$ cat src/rtl/tm_pkg.sv
// Shared types and defaults for the TuringMachine program loader: FSM state
// enum, core direction encodings and default strobe timing.
package tm_pkg;

  typedef enum logic [3:0] {
    LOAD_IDLE,
    SETUP,
    PULSE,
    GAP,
    DONE_HI,
    DONE_GAP,
    READY,
    STEP_HI,
    STEP_GAP,
    SAMPLE,
    HALTED
  } tm_state_e;

  localparam logic [1:0] TM_DIR_LEFT  = 2'b01;
  localparam logic [1:0] TM_DIR_RIGHT = 2'b10;
  localparam logic [1:0] TM_DIR_HALT  = 2'b11;

  localparam int TM_SETUP_CYC = 3;
  localparam int TM_HOLD_CYC  = 2;
  localparam int TM_GAP_CYC   = 2;
  localparam int TM_TMR_W     = 8;

endpackage

$ cat src/rtl/tm_pulse_timer.sv
// Loadable down-counter shared by the setup, hold and gap phases; counts to
// zero and parks there, with 'zero' flagging the final cycle of a phase.
module tm_pulse_timer #(
  parameter int W = 8
) (
  input  logic         clock,
  input  logic         Reset,
  input  logic         load,
  input  logic [W-1:0] load_val,
  output logic         zero
);

  logic [W-1:0] cnt_q, cnt_d;

  always_comb begin
    cnt_d = cnt_q;
    if (load) begin
      cnt_d = load_val;
    end else if (cnt_q != '0) begin
      cnt_d = cnt_q - W'(1);
    end
  end

  always_ff @(posedge clock or posedge Reset) begin
    if (Reset) begin
      cnt_q <= '0;
    end else begin
      cnt_q <= cnt_d;
    end
  end

  assign zero = (cnt_q == '0);

endmodule

$ cat src/rtl/tm_program_loader.sv
// Host-side TuringMachine programming/stepping driver. Optional macro
// TM_LOADER_AUTORUN_EN makes READY start a step by itself until halt.
//
// state     | meaning
// LOAD_IDLE | waiting for a host symbol (sym_ready=1)
// SETUP     | input_data settling before Next
// PULSE     | Next high for one program symbol
// GAP       | Next low after a symbol pulse
// DONE_HI   | Done high after the last symbol
// DONE_GAP  | Done low, then loaded
// READY     | loaded, waiting for a step request
// STEP_HI   | Next high for one machine step
// STEP_GAP  | Next low while the core settles
// SAMPLE    | capture tm_state / tm_dir, count the step
// HALTED    | core reported halt; terminal until Reset
module tm_program_loader
  import tm_pkg::*;
#(
  parameter int DATA_W    = 4,
  parameter int SETUP_CYC = TM_SETUP_CYC,
  parameter int HOLD_CYC  = TM_HOLD_CYC,
  parameter int GAP_CYC   = TM_GAP_CYC,
  parameter int STEP_W    = 16
) (
  input  logic              clock,
  input  logic              Reset,
  input  logic              sym_valid,
  input  logic [DATA_W-1:0] sym_data,
  input  logic              sym_last,
  output logic              sym_ready,
  input  logic              step_req,
  input  logic [5:0]        tm_state,
  input  logic [1:0]        tm_dir,
  output logic [DATA_W-1:0] input_data,
  output logic              Next,
  output logic              Done,
  output logic              loaded,
  output logic              halted,
  output logic [STEP_W-1:0] step_count,
  output logic [5:0]        last_state
);

`ifdef TM_LOADER_AUTORUN_EN
  localparam bit AUTORUN = 1'b1;
`else
  localparam bit AUTORUN = 1'b0;
`endif

  // SETUP runs one extra cycle for the input_data register stage. Between
  // symbols the last gap cycle overlaps LOAD_IDLE, so GAP itself is one short.
  localparam logic [TM_TMR_W-1:0] LD_SETUP    = TM_TMR_W'(SETUP_CYC);
  localparam logic [TM_TMR_W-1:0] LD_HOLD     = TM_TMR_W'(HOLD_CYC - 1);
  localparam logic [TM_TMR_W-1:0] LD_GAP_FULL = TM_TMR_W'(GAP_CYC - 1);
  localparam logic [TM_TMR_W-1:0] LD_GAP_SYM  = TM_TMR_W'(GAP_CYC - 2);
  localparam bit                  GAP_SKIP    = (GAP_CYC == 1);

  tm_state_e           state_q, state_d;
  logic                tmr_load, tmr_zero;
  logic [TM_TMR_W-1:0] tmr_val;
  logic                accept, step_start;

  logic              sym_ready_q, sym_ready_d;
  logic              next_q, next_d;
  logic              done_q, done_d;
  logic              loaded_q, loaded_d;
  logic              halted_q, halted_d;
  logic              last_q, last_d;
  logic [DATA_W-1:0] input_data_q, input_data_d;
  logic [STEP_W-1:0] step_count_q, step_count_d;
  logic [5:0]        last_state_q, last_state_d;

  assign accept     = (state_q == LOAD_IDLE) && sym_valid && sym_ready_q;
  assign step_start = step_req || AUTORUN;

  tm_pulse_timer #(.W(TM_TMR_W)) u_timer (
    .clock    (clock),
    .Reset    (Reset),
    .load     (tmr_load),
    .load_val (tmr_val),
    .zero     (tmr_zero)
  );

  always_ff @(posedge clock or posedge Reset) begin
    if (Reset) begin
      state_q <= LOAD_IDLE;
    end else begin
      state_q <= state_d;
    end
  end

  always_comb begin
    state_d  = state_q;
    tmr_load = 1'b0;
    tmr_val  = LD_HOLD;
    unique case (state_q)
      LOAD_IDLE: if (accept) begin
        state_d = SETUP; tmr_load = 1'b1; tmr_val = LD_SETUP;
      end
      SETUP: if (tmr_zero) begin
        state_d = PULSE; tmr_load = 1'b1; tmr_val = LD_HOLD;
      end
      PULSE: if (tmr_zero) begin
        if (!last_q && GAP_SKIP) begin
          state_d = LOAD_IDLE;
        end else begin
          state_d  = GAP;
          tmr_load = 1'b1;
          tmr_val  = last_q ? LD_GAP_FULL : LD_GAP_SYM;
        end
      end
      GAP: if (tmr_zero) begin
        if (last_q) begin
          state_d = DONE_HI; tmr_load = 1'b1; tmr_val = LD_HOLD;
        end else begin
          state_d = LOAD_IDLE;
        end
      end
      DONE_HI: if (tmr_zero) begin
        state_d = DONE_GAP; tmr_load = 1'b1; tmr_val = LD_GAP_FULL;
      end
      DONE_GAP: if (tmr_zero) state_d = READY;
      READY: if (step_start) begin
        state_d = STEP_HI; tmr_load = 1'b1; tmr_val = LD_HOLD;
      end
      STEP_HI: if (tmr_zero) begin
        state_d = STEP_GAP; tmr_load = 1'b1; tmr_val = LD_GAP_FULL;
      end
      STEP_GAP: if (tmr_zero) state_d = SAMPLE;
      // Autorun chains straight into the next step to keep a 5-cycle cadence.
      SAMPLE: begin
        if (tm_dir == TM_DIR_HALT) begin
          state_d = HALTED;
        end else if (AUTORUN) begin
          state_d = STEP_HI; tmr_load = 1'b1; tmr_val = LD_HOLD;
        end else begin
          state_d = READY;
        end
      end
      HALTED:  state_d = HALTED;
      default: state_d = LOAD_IDLE;
    endcase
  end

  // Strobes are registered from the next state so they come out glitch-free.
  always_comb begin
    sym_ready_d  = (state_d == LOAD_IDLE);
    next_d       = (state_d == PULSE) || (state_d == STEP_HI);
    done_d       = (state_d == DONE_HI);
    loaded_d     = state_d inside {READY, STEP_HI, STEP_GAP, SAMPLE, HALTED};
    input_data_d = accept ? sym_data : input_data_q;
    last_d       = accept ? sym_last : last_q;
    step_count_d = step_count_q;
    last_state_d = last_state_q;
    halted_d     = halted_q;
    if (state_q == SAMPLE) begin
      if (step_count_q != '1) step_count_d = step_count_q + STEP_W'(1);
      last_state_d = tm_state;
      if (tm_dir == TM_DIR_HALT) halted_d = 1'b1;
    end
  end

  always_ff @(posedge clock or posedge Reset) begin
    if (Reset) begin
      sym_ready_q  <= 1'b0;
      next_q       <= 1'b0;
      done_q       <= 1'b0;
      loaded_q     <= 1'b0;
      halted_q     <= 1'b0;
      last_q       <= 1'b0;
      input_data_q <= '0;
      step_count_q <= '0;
      last_state_q <= '0;
    end else begin
      sym_ready_q  <= sym_ready_d;
      next_q       <= next_d;
      done_q       <= done_d;
      loaded_q     <= loaded_d;
      halted_q     <= halted_d;
      last_q       <= last_d;
      input_data_q <= input_data_d;
      step_count_q <= step_count_d;
      last_state_q <= last_state_d;
    end
  end

  assign sym_ready  = sym_ready_q;
  assign Next       = next_q;
  assign Done       = done_q;
  assign loaded     = loaded_q;
  assign halted     = halted_q;
  assign input_data = input_data_q;
  assign step_count = step_count_q;
  assign last_state = last_state_q;

endmodule
$ cat config.mk
export PLATFORM = sky130hd
export DESIGN_NAME = tm_program_loader
export DESIGN_NICKNAME = d
export VERILOG_FILES = /design/src/rtl/tm_pkg.sv /design/src/rtl/tm_pulse_timer.sv /design/src/rtl/tm_program_loader.sv
export SDC_FILE = /design/constraint.sdc
export NUM_CORES = 1
export LEC_CHECK = 0
export ABC_AREA = 1
export BUFFER_PORTS_ARGS = -buffer_cell sky130_fd_sc_hd__buf_2
export CORE_ASPECT_RATIO = 1.5
export CORE_MARGIN = 4
export CORE_UTILIZATION = 50
export DETAILED_ROUTE_END_ITERATION = 10
export PLACE_DENSITY = 0.83
export SLEW_MARGIN = 5
export SYNTH_ARGS = -nofsm -noshare
export SYNTH_HDL_FRONTEND = slang
export SYNTH_HIERARCHICAL = 1
export SYNTH_SLANG_ARGS = --single-unit
$ cat constraint.sdc
create_clock -name clock -period 1.8 [get_ports clock]
set_clock_uncertainty 0.05 [all_clocks]
set_input_delay 0.09 -clock clock [delete_from_list [all_inputs] [get_ports clock]]
set_output_delay 0.09 -clock clock [all_outputs]
set_load 0.03 [all_outputs]
==> flow_summary.toml <==
[run_status]
status = "completed"

[logic_synthesis]
ys_seq_area_share_pct = 44.2
synth_xor_area_share_pct = 4.22
synth_area_per_cell_um2 = 7.59
ys_warn_count = 6
synth_compound_area_share_pct = 4.87
synth.distinct_cells = 29
synth_top_area_cell = "dfrtp_1"
syn_inst = 328
synthSimpleGateAreaFrac_pct = 38.4
synth_area_leaders = "dfrtp_1, nand2_1, nor2_1, inv_1, nand3_1"
yosys.area.top_type_share_pct = 44.2
synth_top_family_by_area = "simple AND/OR/NAND/NOR gates"
synth_area_um2 = 2490
muxShareOfSynthArea_pct = 0
ys_ff_latch = 44
synthAdderAreaFrac_pct = 1.00

[detailed_routing]
drt_first_pass_iters = 4
ant_nets = 0
num_vias = 2350
wl_um = 5770
wl_per_cell_um = 11.8
drtIter0Drc = 112
drc = 0
avgViaCountPerCell = 4.83

[critical_path]
cp_data_required_time_ns = 1.98
worst-path-buf-inv = 2
critPathArrivalTime_ns = 1.94
crit_family = "simple AND/OR/NAND/NOR gates"
path_class = "reg -> reg"
critPathLaunchType = "register"
cp_slowest_stage_delay_ns = 0.42
crit_chain = "nor2_2, nand2_2, nor2_8, nand2_2, inv_2, nand3_2, nand4_1, buf_4, nand2_1, o21ai_0, nand2_1, o21ai_2"
crit_slowest_cell = "dfrtp_1"
cp_max_fo = 7
end_kind = "register"

[cells_and_area]
drive_gt1_share_pct = 29.9
fin_area_um2 = 3290
final_common_cell = "nand2_1"
diodes = 0
fin_nets = 440
final_cell_count_no_fill = 487
final_cell_mix = "nand2_1, buf_2, dfrtp_1"
syn_to_final_growth_pct = 32.0
fillCellCount = 395

[die]
die_h_um = 94.5
coreArea_um2 = 4810
io_pins = 48
die_area_um2 = 6200
start_util_pct = 51.8
die_x_um = 65.6
fp-row-count = 31

[global_route]
grt_max_degree = 24
grt_overflow_total = 0
grtUsageTotal_pct = 19.7
grt_pass1_vias = 2251
antenna_found_initial = 0
grt_pass1_wl_um = 9690

[clocking]
clockBufferDepth = 2
htree_levels = 2
cts_tree = "built"
cts_sinks = 44
clkLatencyLatePin_ns = 0.29
cts_buffers = 5
cts-root-buf = "clkbuf_8"
clkSlewWorstSetupHoldPaths_ns = 0.09

[run]
cap_viol_max_count = 0

[timing]
timing.hold.ws_ns = 0.154
fmax_mhz = 569
post-route-period-util_pct = 97.6
hold_violations = 0
period_minus_slack_ns = 1.76
setup_slack_ns = 0.0426
setup_violations = 0
rsz0062_at_grt = "true"
slew_violations = 0
fin_tns_setup_ns = 0

[min_path]
hold_class = "in -> reg"

[place]
place_area_um2 = 2900
io_buffers = 47
place_congestion = 0.874
hpwlAfterDp_um = 4100
dp.cells = 455
detailedPlace.worstSlack_ns = -0.0127

[power]
pwr-share-comb_pct = 40.9
seq_power_share_pct = 36.2
clockPowerShare_pct = 22.9
p_int_mw = 2.39
p_sw_mw = 1.42
leakagePower_nw = 1.75
max-vdd-ir-drop_v = 0.000478
p_sw_share_pct = 37.3
p_per_area_nw_per_um2 = 1160
state kept, by name, indices dropped and copies added (netlist names):
register and count:
last_state 6, step_count 16, u_timer/cnt_q 8, halted 1, loaded 1, sym_ready 1, Next 1, input_data 4
state_q 4, Done 1, last_q 1
worst min-delay path, delay by kind of cell:
| family | cells | cell delay, ns |
|---|---|---|
| buf+inv | 1 | 0.07 |
| simple gates | 3 | 0.30 |
cells in the mapped netlist:
| library cell | n |
|---|---|
| buf_4 | 1 |
| buf_8 | 2 |
| clkinv_4 | 1 |
| conb_1 | 1 |
| dfrtp_1 | 44 |
| ha_1 | 2 |
| inv_1 | 32 |
| inv_2 | 1 |
| inv_6 | 1 |
| nand2_1 | 135 |
| nand2_2 | 3 |
| nand2_4 | 2 |
| nand2_8 | 1 |
| nand3_1 | 21 |
| nand3_2 | 1 |
| nand3b_1 | 2 |
| nand3b_2 | 1 |
| nand4_1 | 5 |
| nor2_1 | 35 |
| nor2_2 | 2 |
| nor2_4 | 2 |
| nor2_8 | 1 |
| nor3_4 | 1 |
| o211ai_1 | 1 |
| o21ai_0 | 7 |
| o21ai_2 | 9 |
| or2_2 | 2 |
| xnor2_1 | 3 |
| xor2_1 | 9 |
layout make-up:
type | instances | area, µm² | share of cell area, %
Multi-Input combinational cell | 251 | 1280 | 39.0
Clock buffer | 5 | 68.8 | 2.09
Clock inverter | 2 | 60.1 | 1.83
Sequential cell | 44 | 1100 | 33.6
Inverter | 35 | 144 | 4.38
Tap cell | 66 | 82.6 | 2.51
Timing Repair Buffer | 84 | 547 | 16.6
worst paths after layout:
check / depth (start not counted) / startpoint / slack (ns) / endpoint
max: 12 / u_timer/cnt_q[5]$_DFFE_PP0P_ / 0.04 / u_timer/cnt_q[1]$_DFFE_PP0P_
min: 4 / tm_dir[1] / 0.15 / halted$_DFFE_PP0P_
max reg2reg: 12 / u_timer/cnt_q[5]$_DFFE_PP0P_ / 0.04 / u_timer/cnt_q[1]$_DFFE_PP0P_
min reg2reg: 1 / halted$_DFFE_PP0P_ / 0.42 / halted$_DFFE_PP0P_
max in group asynchronous: 4 / Reset / 1.12 / step_count[1]$_DFFE_PP0P_
min in group asynchronous: 3 / Reset / 0.26 / u_timer/cnt_q[7]$_DFFE_PP0P_
power groups by stage:
stage / Sequential, mW / Combinational [mW] / Clock, mW
after detailed placement: 1.38 / 1.33 / 0
after floorplan: 1.52 / 0.800 / 0
final: 1.38 / 1.56 / 0.872
after global routing: 1.40 / 1.73 / 0.932
after global placement: 1.37 / 1.29 / 0
after CTS: 1.36 / 1.37 / 0.890
kinds of logic (layout without fill, tap and decap cells):
kind of cell               Yosys count  after routing
DFF                                 44             44
adders and majority gates            2              2
other                                1              6
buffers and inverters               38            126
and+or+nand+nor                    214            214
xor gates and xnor gates            12             12
AOI/OAI and AO/OA                   17             17
layer usage:
metal | wire, µm | GRT usage (%) | vias to the layer above
met2 | 3170 | 36.5 | 47
met5 | 0 | 0 | -
met4 | 88 | 6.92 | 0
met1 | 2350 | 22.1 | 1093
li1 | - | - | 1198
met3 | 158 | 3.45 | 12
through the flow:
stage | util, % | power, mW
CTS | 65.6 | 3.63
global placement | 60.2 | 2.66
finish | 68.4 | 3.81
global route | 68.4 | 4.06
detailed placement | 60.2 | 2.71
floorplan | - | 2.32
repair_timing:
item	CTS	global route
hold endpoints to repair	55	0
gates resized for setup	1	18
endpoints found under the setup margin	6	18
hold buffers	12	0
pin swaps	1	11
buffers inserted	1	12
(Power assumes the default switching activity.)
